--- config.mk ---
export PLATFORM = sky130hd
export DESIGN_NAME = uart_prog_loader
export DESIGN_NICKNAME = d
export VERILOG_FILES = /design/src/rtl/uart_prog_loader.sv
export SDC_FILE = /design/constraint.sdc
export NUM_CORES = 1
export LEC_CHECK = 0
export BUFFER_PORTS_ARGS = -buffer_cell sky130_fd_sc_hd__buf_2
export CAP_MARGIN = 20
export CELL_PAD_IN_SITES_DETAIL_PLACEMENT = 0
export CELL_PAD_IN_SITES_GLOBAL_PLACEMENT = 1
export CORE_ASPECT_RATIO = 0.8
export CORE_MARGIN = 2
export CORE_UTILIZATION = 35
export DETAILED_ROUTE_END_ITERATION = 8
export PLACE_DENSITY_LB_ADDON = 0.1
export SYNTH_ARGS = -nofsm -noshare
export SYNTH_HDL_FRONTEND = slang
export SYNTH_SLANG_ARGS = --single-unit
--- constraint.sdc ---
create_clock -name clock -period 5 [get_ports clock]
set_input_delay 1 -clock clock [delete_from_list [all_inputs] [get_ports clock]]
set_output_delay 1 -clock clock [all_outputs]
set_load 0.1 [all_outputs]
--- src/rtl/uart_prog_loader.sv ---
// UART programmer byte-stream loader: parses SYNC/target/count framing and emits
// little-endian 32-bit word writes on the upg_* port, flagging completion or abort.
module uart_prog_loader #(
    parameter logic [7:0]  SYNC_BYTE      = 8'hA5,
    parameter int unsigned ADDR_W         = 14,
    parameter int unsigned TIMEOUT_CYCLES = 100000
) (
    input  logic              clock,
    input  logic              reset_n,
    input  logic [7:0]        rx_data,
    input  logic              rx_valid,
    output logic              upg_wen,
    output logic [ADDR_W:0]   upg_adr,
    output logic [31:0]       upg_dat,
    output logic              upg_done,
    output logic              busy,
    output logic              err
);

    typedef enum logic [2:0] {
        S_IDLE, S_TGT, S_CNT_LO, S_CNT_HI, S_DATA, S_DONE, S_ERR
    } state_t;

    localparam logic [31:0] MAX_WORDS = 32'd1 << ADDR_W;

    state_t            state_q;
    logic              target_q;
    logic [15:0]       cnt_q;
    logic [15:0]       word_idx_q;
    logic [1:0]        byte_idx_q;
    logic [23:0]       buf_q;
    logic [31:0]       idle_q;
    logic              wen_q;
    logic [ADDR_W:0]   adr_q;
    logic [31:0]       dat_q;
    logic              done_q;
    logic              busy_q;
    logic              err_q;

    logic [15:0]       cnt_d;
    logic [31:0]       idle_d;
    logic              timeout_d;
    logic              last_write_d;

    always_comb begin
        cnt_d        = {rx_data, cnt_q[7:0]};
        idle_d       = idle_q + 32'd1;
        timeout_d    = (idle_d >= 32'(TIMEOUT_CYCLES));
        // word_idx has already advanced past the final word during its write cycle
        last_write_d = (state_q == S_DATA) && wen_q && (word_idx_q == cnt_q);
    end

    always_ff @(posedge clock or negedge reset_n) begin
        if (!reset_n) begin
            state_q    <= S_IDLE;
            target_q   <= 1'b0;
            cnt_q      <= '0;
            word_idx_q <= '0;
            byte_idx_q <= '0;
            buf_q      <= '0;
            idle_q     <= '0;
            wen_q      <= 1'b0;
            adr_q      <= '0;
            dat_q      <= '0;
            done_q     <= 1'b0;
            busy_q     <= 1'b0;
            err_q      <= 1'b0;
        end else begin
            wen_q <= 1'b0;
            case (state_q)
                S_IDLE, S_DONE, S_ERR: begin
                    if (rx_valid && rx_data == SYNC_BYTE) begin
                        state_q <= S_TGT;
                        busy_q  <= 1'b1;
                        done_q  <= 1'b0;
                        err_q   <= 1'b0;
                        idle_q  <= '0;
                    end
                end
                default: begin
                    if (last_write_d) begin
                        state_q <= S_DONE;
                        busy_q  <= 1'b0;
                        done_q  <= 1'b1;
                    end else if (!rx_valid) begin
                        idle_q <= idle_d;
                        if (timeout_d) begin
                            state_q <= S_ERR;
                            busy_q  <= 1'b0;
                            err_q   <= 1'b1;
                        end
                    end else begin
                        idle_q <= '0;
                        case (state_q)
                            S_TGT: begin
                                if (rx_data[7:1] == 7'd0) begin
                                    target_q <= rx_data[0];
                                    state_q  <= S_CNT_LO;
                                end else begin
                                    state_q <= S_ERR;
                                    busy_q  <= 1'b0;
                                    err_q   <= 1'b1;
                                end
                            end
                            S_CNT_LO: begin
                                cnt_q[7:0] <= rx_data;
                                state_q    <= S_CNT_HI;
                            end
                            S_CNT_HI: begin
                                cnt_q[15:8] <= rx_data;
                                if (cnt_d == 16'd0) begin
                                    state_q <= S_DONE;
                                    busy_q  <= 1'b0;
                                    done_q  <= 1'b1;
                                end else if ({16'd0, cnt_d} > MAX_WORDS) begin
                                    state_q <= S_ERR;
                                    busy_q  <= 1'b0;
                                    err_q   <= 1'b1;
                                end else begin
                                    state_q    <= S_DATA;
                                    word_idx_q <= '0;
                                    byte_idx_q <= '0;
                                end
                            end
                            S_DATA: begin
                                byte_idx_q <= byte_idx_q + 2'd1;
                                case (byte_idx_q)
                                    2'd0: buf_q[7:0]   <= rx_data;
                                    2'd1: buf_q[15:8]  <= rx_data;
                                    2'd2: buf_q[23:16] <= rx_data;
                                    default: begin
                                        wen_q      <= 1'b1;
                                        adr_q      <= {target_q, word_idx_q[ADDR_W-1:0]};
                                        dat_q      <= {rx_data, buf_q};
                                        word_idx_q <= word_idx_q + 16'd1;
                                    end
                                endcase
                            end
                            default: ;
                        endcase
                    end
                end
            endcase
        end
    end

    assign upg_wen  = wen_q;
    assign upg_adr  = adr_q;
    assign upg_dat  = dat_q;
    assign upg_done = done_q;
    assign busy     = busy_q;
    assign err      = err_q;

endmodule
==> results.toml, run 1 <==
[grt]
grt_pass1_wl_mm = 32.28
globalRoute.busiestLayer = "met1"
grt_antenna_before_repair = 0
grt_overflow = 0
grt_use_met3_pct = 4.219
gr-usage-met1_pct = 27.84
grt_usage_pct = 18.42
use_met2_pct = 26.90
grt_max_degree = 70
first_global_vias = 5732

[finish]
final_cell_mix = "205 x nand2_1, 145 x dfrtp_1, 60 x buf_2, 44 x nor2_1"
nNetsFinal = 842
syn_to_final_growth_pct = 15.07
layout_commonest_cell = "nand2_1"
nFillCells = 2066
diodes = 0
postLayoutCellArea_sq_um = 8417
drive_above_1_share_pct = 18.50

[clock_tree]
htreeDepth = 4
clk_latency_ns = 0.43
ctsHoldBuffers = 0
cts_setup_buffers = 0
cts-root-buf = "clkbuf_16"
cts_resized = 0
cts_tree = "yes"
clk_pin_slew_ns = 0.08
clock_sinks = 145
cts_buffer_depth = 2
cts_buffers = 17

[worst_setup_path]
start_kind = "input pin"
required_ns = 5.35
critPathMaxStageDelay_ns = 0.73
path_class = "in2reg"
rr_startpoint = "cnt_q[0]"
critPathCaptureType = "flop"
crit_path_top_delay_cell = "and2_0"
crit_buf_inv = 1
path_cells = "buf_2 -> nor4_1 -> nand4_1 -> xnor2_1 -> o41a_1 -> nor4b_2 -> and2_0 -> nor2_1 -> o21ai_2 -> a21o_1"
startpoint = "rx_data[4]"
critPathMaxFanout = 15
cp_data_arrival_time_ns = 3.83
cp_top_family = "simple AND/OR/NAND/NOR gates"

[logic_synthesis]
syn_nets = 804
async_reset_ff_share_pct = 100.0
ys_types = 62
synth.avg_cell_area_sq_um = 9.294
ys.flop_type = "dfrtp_1"
synth_area_leaders = "dfrtp_1 50%, nand2_1 11%, mux2_2 6.5%, xor2_1 3.1%, o21ai_0 2.9%"
synthCells = 787
synth_warnings = 0
ys_seq_area_share_pct = 49.61
synth-edff-count = 0
ys_seq_elements = 145
synth_top_area_share_pct = 49.61
yosysTopAreaCell = "dfrtp_1"
syn_area_sq_um = 7315

[route]
drtIter0Drc = 282
ant_nets = 0
firstDrtPassIters = 4
via_per_inst = 5.246
drcViolationCount = 0
num_vias = 5807
wire_per_inst_um = 17.69
drt_wl_total_mm = 19.59

[timing]
drv_slew = 0
fin_skew_ns = 0.02000
grt_setup_unrepaired = "false"
hold_viol_final = 0
min_period_over_period_pct = 69.59
tightest_slew_ns = 1.008
tns_ns = 0
slew_headroom_pct = 32.79
period_needed_ns = 3.480
setup_violations = 0
fmax_ghz = 0.2874

[worst_hold_path]
worstHoldStart = "buf_q[14]"
hp-class = "reg2reg"

[run]
maxCapViolations = 0

[pwr]
power.density_nw_per_um2 = 650.8
leakagePower_nw = 3.924
irDropWorstVdd_mv = 0.4758

[floorplanning]
die_h_um = 133.3
dieArea_sq_um = 22080
initial_core_util_pct = 35.54
die_w_um = 165.6
core_sq_um = 20580
io_pins = 62
rows = 47

[placement]
hpwl_mm = 13.44
placed_cell_area_sq_um = 7801
gp_congestion = 0.8055
port_buffers = 61

[status]
status = "finished, final reports clean"
## final timing paths
path                                     to  slack [ns]  cells after the start
worst max-delay path                   busy        1.52                     10
worst min-delay path            upg_dat[14]        0.47                      2
worst max register to register         busy        1.66                      9
worst min register to register  upg_dat[14]        0.47                      2
max in group asynchronous        idle_q[27]        3.39                      2
min in group asynchronous        idle_q[19]        0.58                      1
## stage by stage
stage	power (mW)	std cells	hold WS (ns)	setup WS, ns	utilization (%)
final	5.478	1107	0.4658	1.520	40.89
after global routing	5.796	1107	0.4896	1.221	40.89
after CTS	5.528	1107	0.4656	1.544	40.89
after detailed placement	4.188	1075	0.4542	1.117	37.90
after global placement	4.172	1075	0.4497	1.235	37.90
after floorplan	3.673	787	0.4331	1.686	-
## area by class of cell
class	instances	area (sq um)	area share [%]
Timing Repair Buffer	69	371.6	4.415
Sequential cell	145	3628	43.11
Tap cell	269	336.6	3.999
Multi-Input combinational cell	582	3427	40.72
Inverter	10	37.54	0.4460
Clock inverter	15	190.2	2.260
Clock buffer	17	425.4	5.054
## worst register-to-register path: stages, from the launching register on
cell	delay [ns]
dfrtp_1	0.45
nor4_1	0.41
nand4_1	0.22
xnor2_1	0.18
o41a_1	0.38
nor4b_2	0.58
and2_0	0.73
nor2_1	0.13
o21ai_2	0.08
a21o_1	0.12
## synth_stat cells, drive strengths merged (3+ instances only)
| master | count |
|---|---|
| nor4 | 17 |
| nor3 | 9 |
| buf | 22 |
| xor2 | 26 |
| nand2b | 10 |
| a21oi | 17 |
| nand3 | 32 |
| inv | 10 |
| nand4 | 16 |
| nor3b | 3 |
| o41ai | 4 |
| and4 | 7 |
| ha | 6 |
| or3 | 8 |
| xnor2 | 11 |
| or4 | 4 |
| a21o | 6 |
| o31ai | 17 |
| nand2 | 206 |
| and3 | 8 |
| and2 | 6 |
| clkbuf | 28 |
| a31oi | 7 |
| mux2i | 4 |
| mux2 | 42 |
| nor2 | 44 |
| o21ai | 44 |
| dfrtp | 145 |
## registers in the layout, indices dropped and copies added, names as in the netlist
register and cells:
idle_q 32, upg_dat 32, buf_q 24, cnt_q 16, word_idx_q 16, upg_adr 15, state_q 3, byte_idx_q 2
busy 1, err 1, target_q 1, upg_done 1, upg_wen 1
## layer usage
layer	routed length, um	vias to the layer above
li1	-	2814
met1	10310	2869
met2	8317	112
met3	813	12
met4	143	0
met5	0	-
## cells by family (layout without fill, tap and decap cells)
kind of cell	Yosys count	count (layout)	synth area share [%]
adders and majority gates	6	6	1.026
DFF	145	145	49.61
buffers and inverters	60	111	3.541
AOI/OAI and AO/OA	115	115	10.02
xor gates and xnor gates	37	37	4.430
and+or+nand+nor	378	378	24.36
muxes	46	46	7.013
## power by group
group	internal (mW)	total (mW)	switching, mW
registers	1.52	1.81	0.286
logic	0.553	2.35	1.80
clock network	0.721	1.31	0.592
total	2.80	5.48	2.68
Power figures use the tool's default switching activity.
==> run 2: changes to the inputs <==
--- a/config.mk
+++ b/config.mk
@@ -5,6 +5,7 @@
 export SDC_FILE = /design/constraint.sdc
 export NUM_CORES = 1
 export LEC_CHECK = 0
+export ABC_AREA = 1
 export BUFFER_PORTS_ARGS = -buffer_cell sky130_fd_sc_hd__buf_2
 export CAP_MARGIN = 20
 export CELL_PAD_IN_SITES_DETAIL_PLACEMENT = 0
==> constraint.sdc (replaced) <==
create_clock -name clock -period 3.54 [get_ports clock]
set_input_delay 0.708 -clock clock [delete_from_list [all_inputs] [get_ports clock]]
set_output_delay 0.708 -clock clock [all_outputs]
set_load 0.1 [all_outputs]
==> run 2 against run 1 <==
Cell area rose by 2.0%. Area after synthesis rose by 1.4%. Worst setup slack worse by 0.48 ns. Register-to-register slack worse by 0.62 ns. Largest power group unchanged. Global-route usage rose by 0.96 points.
==> results.toml, run 2 <==
[route]
num_vias = 6264
wl_met1_mm = 11.36
drt_wl_total_mm = 20.53
drtIter0Drc = 355
ant_nets = 0
top_layer = "met4"
wire_per_inst_um = 15.77
wl_met3_um = 573
drcViolationCount = 0
met2_length_mm = 8.363
firstDrtPassIters = 5
via_per_inst = 4.811

[finish]
syn_to_final_growth_pct = 15.78
drive_above_1_share_pct = 13.46
final_cell_mix = "348 x nand2_1, 145 x dfrtp_1, 90 x inv_1, 77 x nor2_1, 76 x o21ai_0"
diodes = 0
layout_commonest_cell = "nand2_1"
nNetsFinal = 1037

[floorplanning]
die_w_um = 166.7
dieArea_sq_um = 22370
die_h_um = 134.2
io_pins = 62
rows = 47
core_sq_um = 20760
initial_core_util_pct = 35.72

[logic_synthesis]
synth_top_area_share_pct = 48.94
synth_commonest_cells = "348 x nand2_1, 145 x dfrtp_1, 90 x inv_1"
synth_warnings = 0
synth_simple_gate_area_share_pct = 31.08
yosysTopAreaCell = "dfrtp_1"
synth_most_common_cell = "nand2_1"
synth_area_leaders = "dfrtp_1 49%, nand2_1 18%, o21ai_0 5.1%, inv_1 4.6%, nor2_1 3.9%"
ys_types = 39
synth-compound-area-share_pct = 10.23
synth_xor_area_share_pct = 1.654
synthCells = 958
ys_seq_elements = 145
async_reset_ff_share_pct = 100.0
syn_nets = 975
synth_mux_area_share_pct = 0
synthAdderAreaFrac_pct = 1.012
synth.avg_cell_area_sq_um = 7.740
ys.flop_type = "dfrtp_1"
syn_area_sq_um = 7415
ys_seq_area_share_pct = 48.94
synth-edff-count = 0
synth_top_family_by_area = "simple AND/OR/NAND/NOR gates"

[clock_tree]
cts_buffers = 17
htreeDepth = 4
clk_latency_ns = 0.44
clock_sinks = 145
cts-root-buf = "clkbuf_16"
cts_resized = 0
cts_tree = "yes"
ctsHoldBuffers = 0
clk_pin_slew_ns = 0.07
cts_buffer_depth = 2
cts_setup_buffers = 0

[worst_setup_path]
worstRegToRegCells = 14
start_kind = "flop"
crit_buf_inv = 2
critPathMaxFanout = 20
rr_startpoint = "state_q[0]"
rr_endpoint = "state_q[0]"
required_ns = 3.91
cp_top_family = "simple AND/OR/NAND/NOR gates"
crit_path_top_delay_cell = "dfrtp_1"
path_class = "reg2reg"
cp_data_arrival_time_ns = 2.87
critPathMaxStageDelay_ns = 0.43
critPathCaptureType = "flop"
rrSetupSlack_ns = 1.04
path_cells = "nor2_1 -> nand2_2 -> nor2_1 -> nand4_1 -> nor2_2 -> nand2_2 -> nand2_2 -> nor2_4 -> buf_4 -> inv_2 -> nand2_1 -> nand2_1 -> nand3_1 -> nand2_1"

[grt]
grt_overflow = 0
first_global_vias = 6057
grt_max_degree = 72
grt_usage_pct = 19.38
grt_pass1_wl_mm = 33.80
grt_antenna_before_repair = 0

[pwr]
power.density_nw_per_um2 = 779.4
irDropWorstVdd_mv = 0.5311
leakagePower_nw = 4.145

[timing]
drv_slew = 0
period_needed_ns = 2.498
tns_ns = 0
fmax_ghz = 0.4003
fin_skew_ns = 0.01092
slew_headroom_pct = 49.76
setup_violations = 0
tightest_slew_ns = 0.7478
grt_setup_unrepaired = "false"
setup_slack_ns = 1.042
min_period_over_period_pct = 70.57
hold_viol_final = 0

[placement]
port_buffers = 61
post-place-ws_ns = 0.8256
gp_congestion = 0.8096
hpwl_mm = 14.64

[worst_hold_path]
hp-class = "in2async"

[status]
status = "finished, final reports clean"

[run]
maxCapViolations = 0
run 2: logic make-up (layout without fill, tap and decap cells):
logic type	after synthesis	after routing
buf+inv	119	194
compound gates	141	141
fa+ha+maj	6	6
flops	145	145
simple gates	533	533
xor+xnor	14	14
run 2: how the worst max path moves through the flow:
stage,slack [ns],start,end,depth (start not counted)
2_1_floorplan,1.34,upg_wen,upg_dat[10],11
3_3_place_gp,0.86,rx_data[4],word_idx_q[8],12
3_5_place_dp,0.83,rx_data[4],word_idx_q[10],12
4_1_cts,1.06,idle_q[0],state_q[2],14
5_1_grt,0.73,idle_q[1],state_q[0],14
6_report,1.04,state_q[0],state_q[0],14
run 2: layer usage:
| layer | up-vias | global-route usage (%) |
|---|---|---|
| met5 | - | 0 |
| met4 | 0 | 5.172 |
| met3 | 16 | 3.423 |
| met2 | 102 | 27.00 |
| met1 | 2938 | 30.60 |
| li1 | 3208 | - |
run 2: layout make-up:
class                      instances  area, sq um
clock buffer                      17        425.4
clock inverter                    15        210.2
fill                            2154        12170
inverter                          97        369.1
multi-input combinational        694         3261
sequential                       145         3628
tap                              269        336.6
timing repair buffer              65        354.1
run 2: report_power, final:
group	switching [mW]	internal, mW
clock network	0.835	1.15
logic	1.92	0.485
registers	0.267	2.04
run 2: through the flow:
stage               instances  instance area [sq um]  hold WS, ns  total power, mW  util (%)
floorplan                 958                   7415       0.4124            4.254         -
global placement         1270                   7949       0.4553            4.775     38.29
detailed placement       1270                   7949       0.4573            4.753     38.29
CTS                      1302                   8584       0.2630            6.763     41.35
global route             1302                   8584       0.2810            7.087     41.35
finish                   1302                   8584       0.2369            6.691     41.35
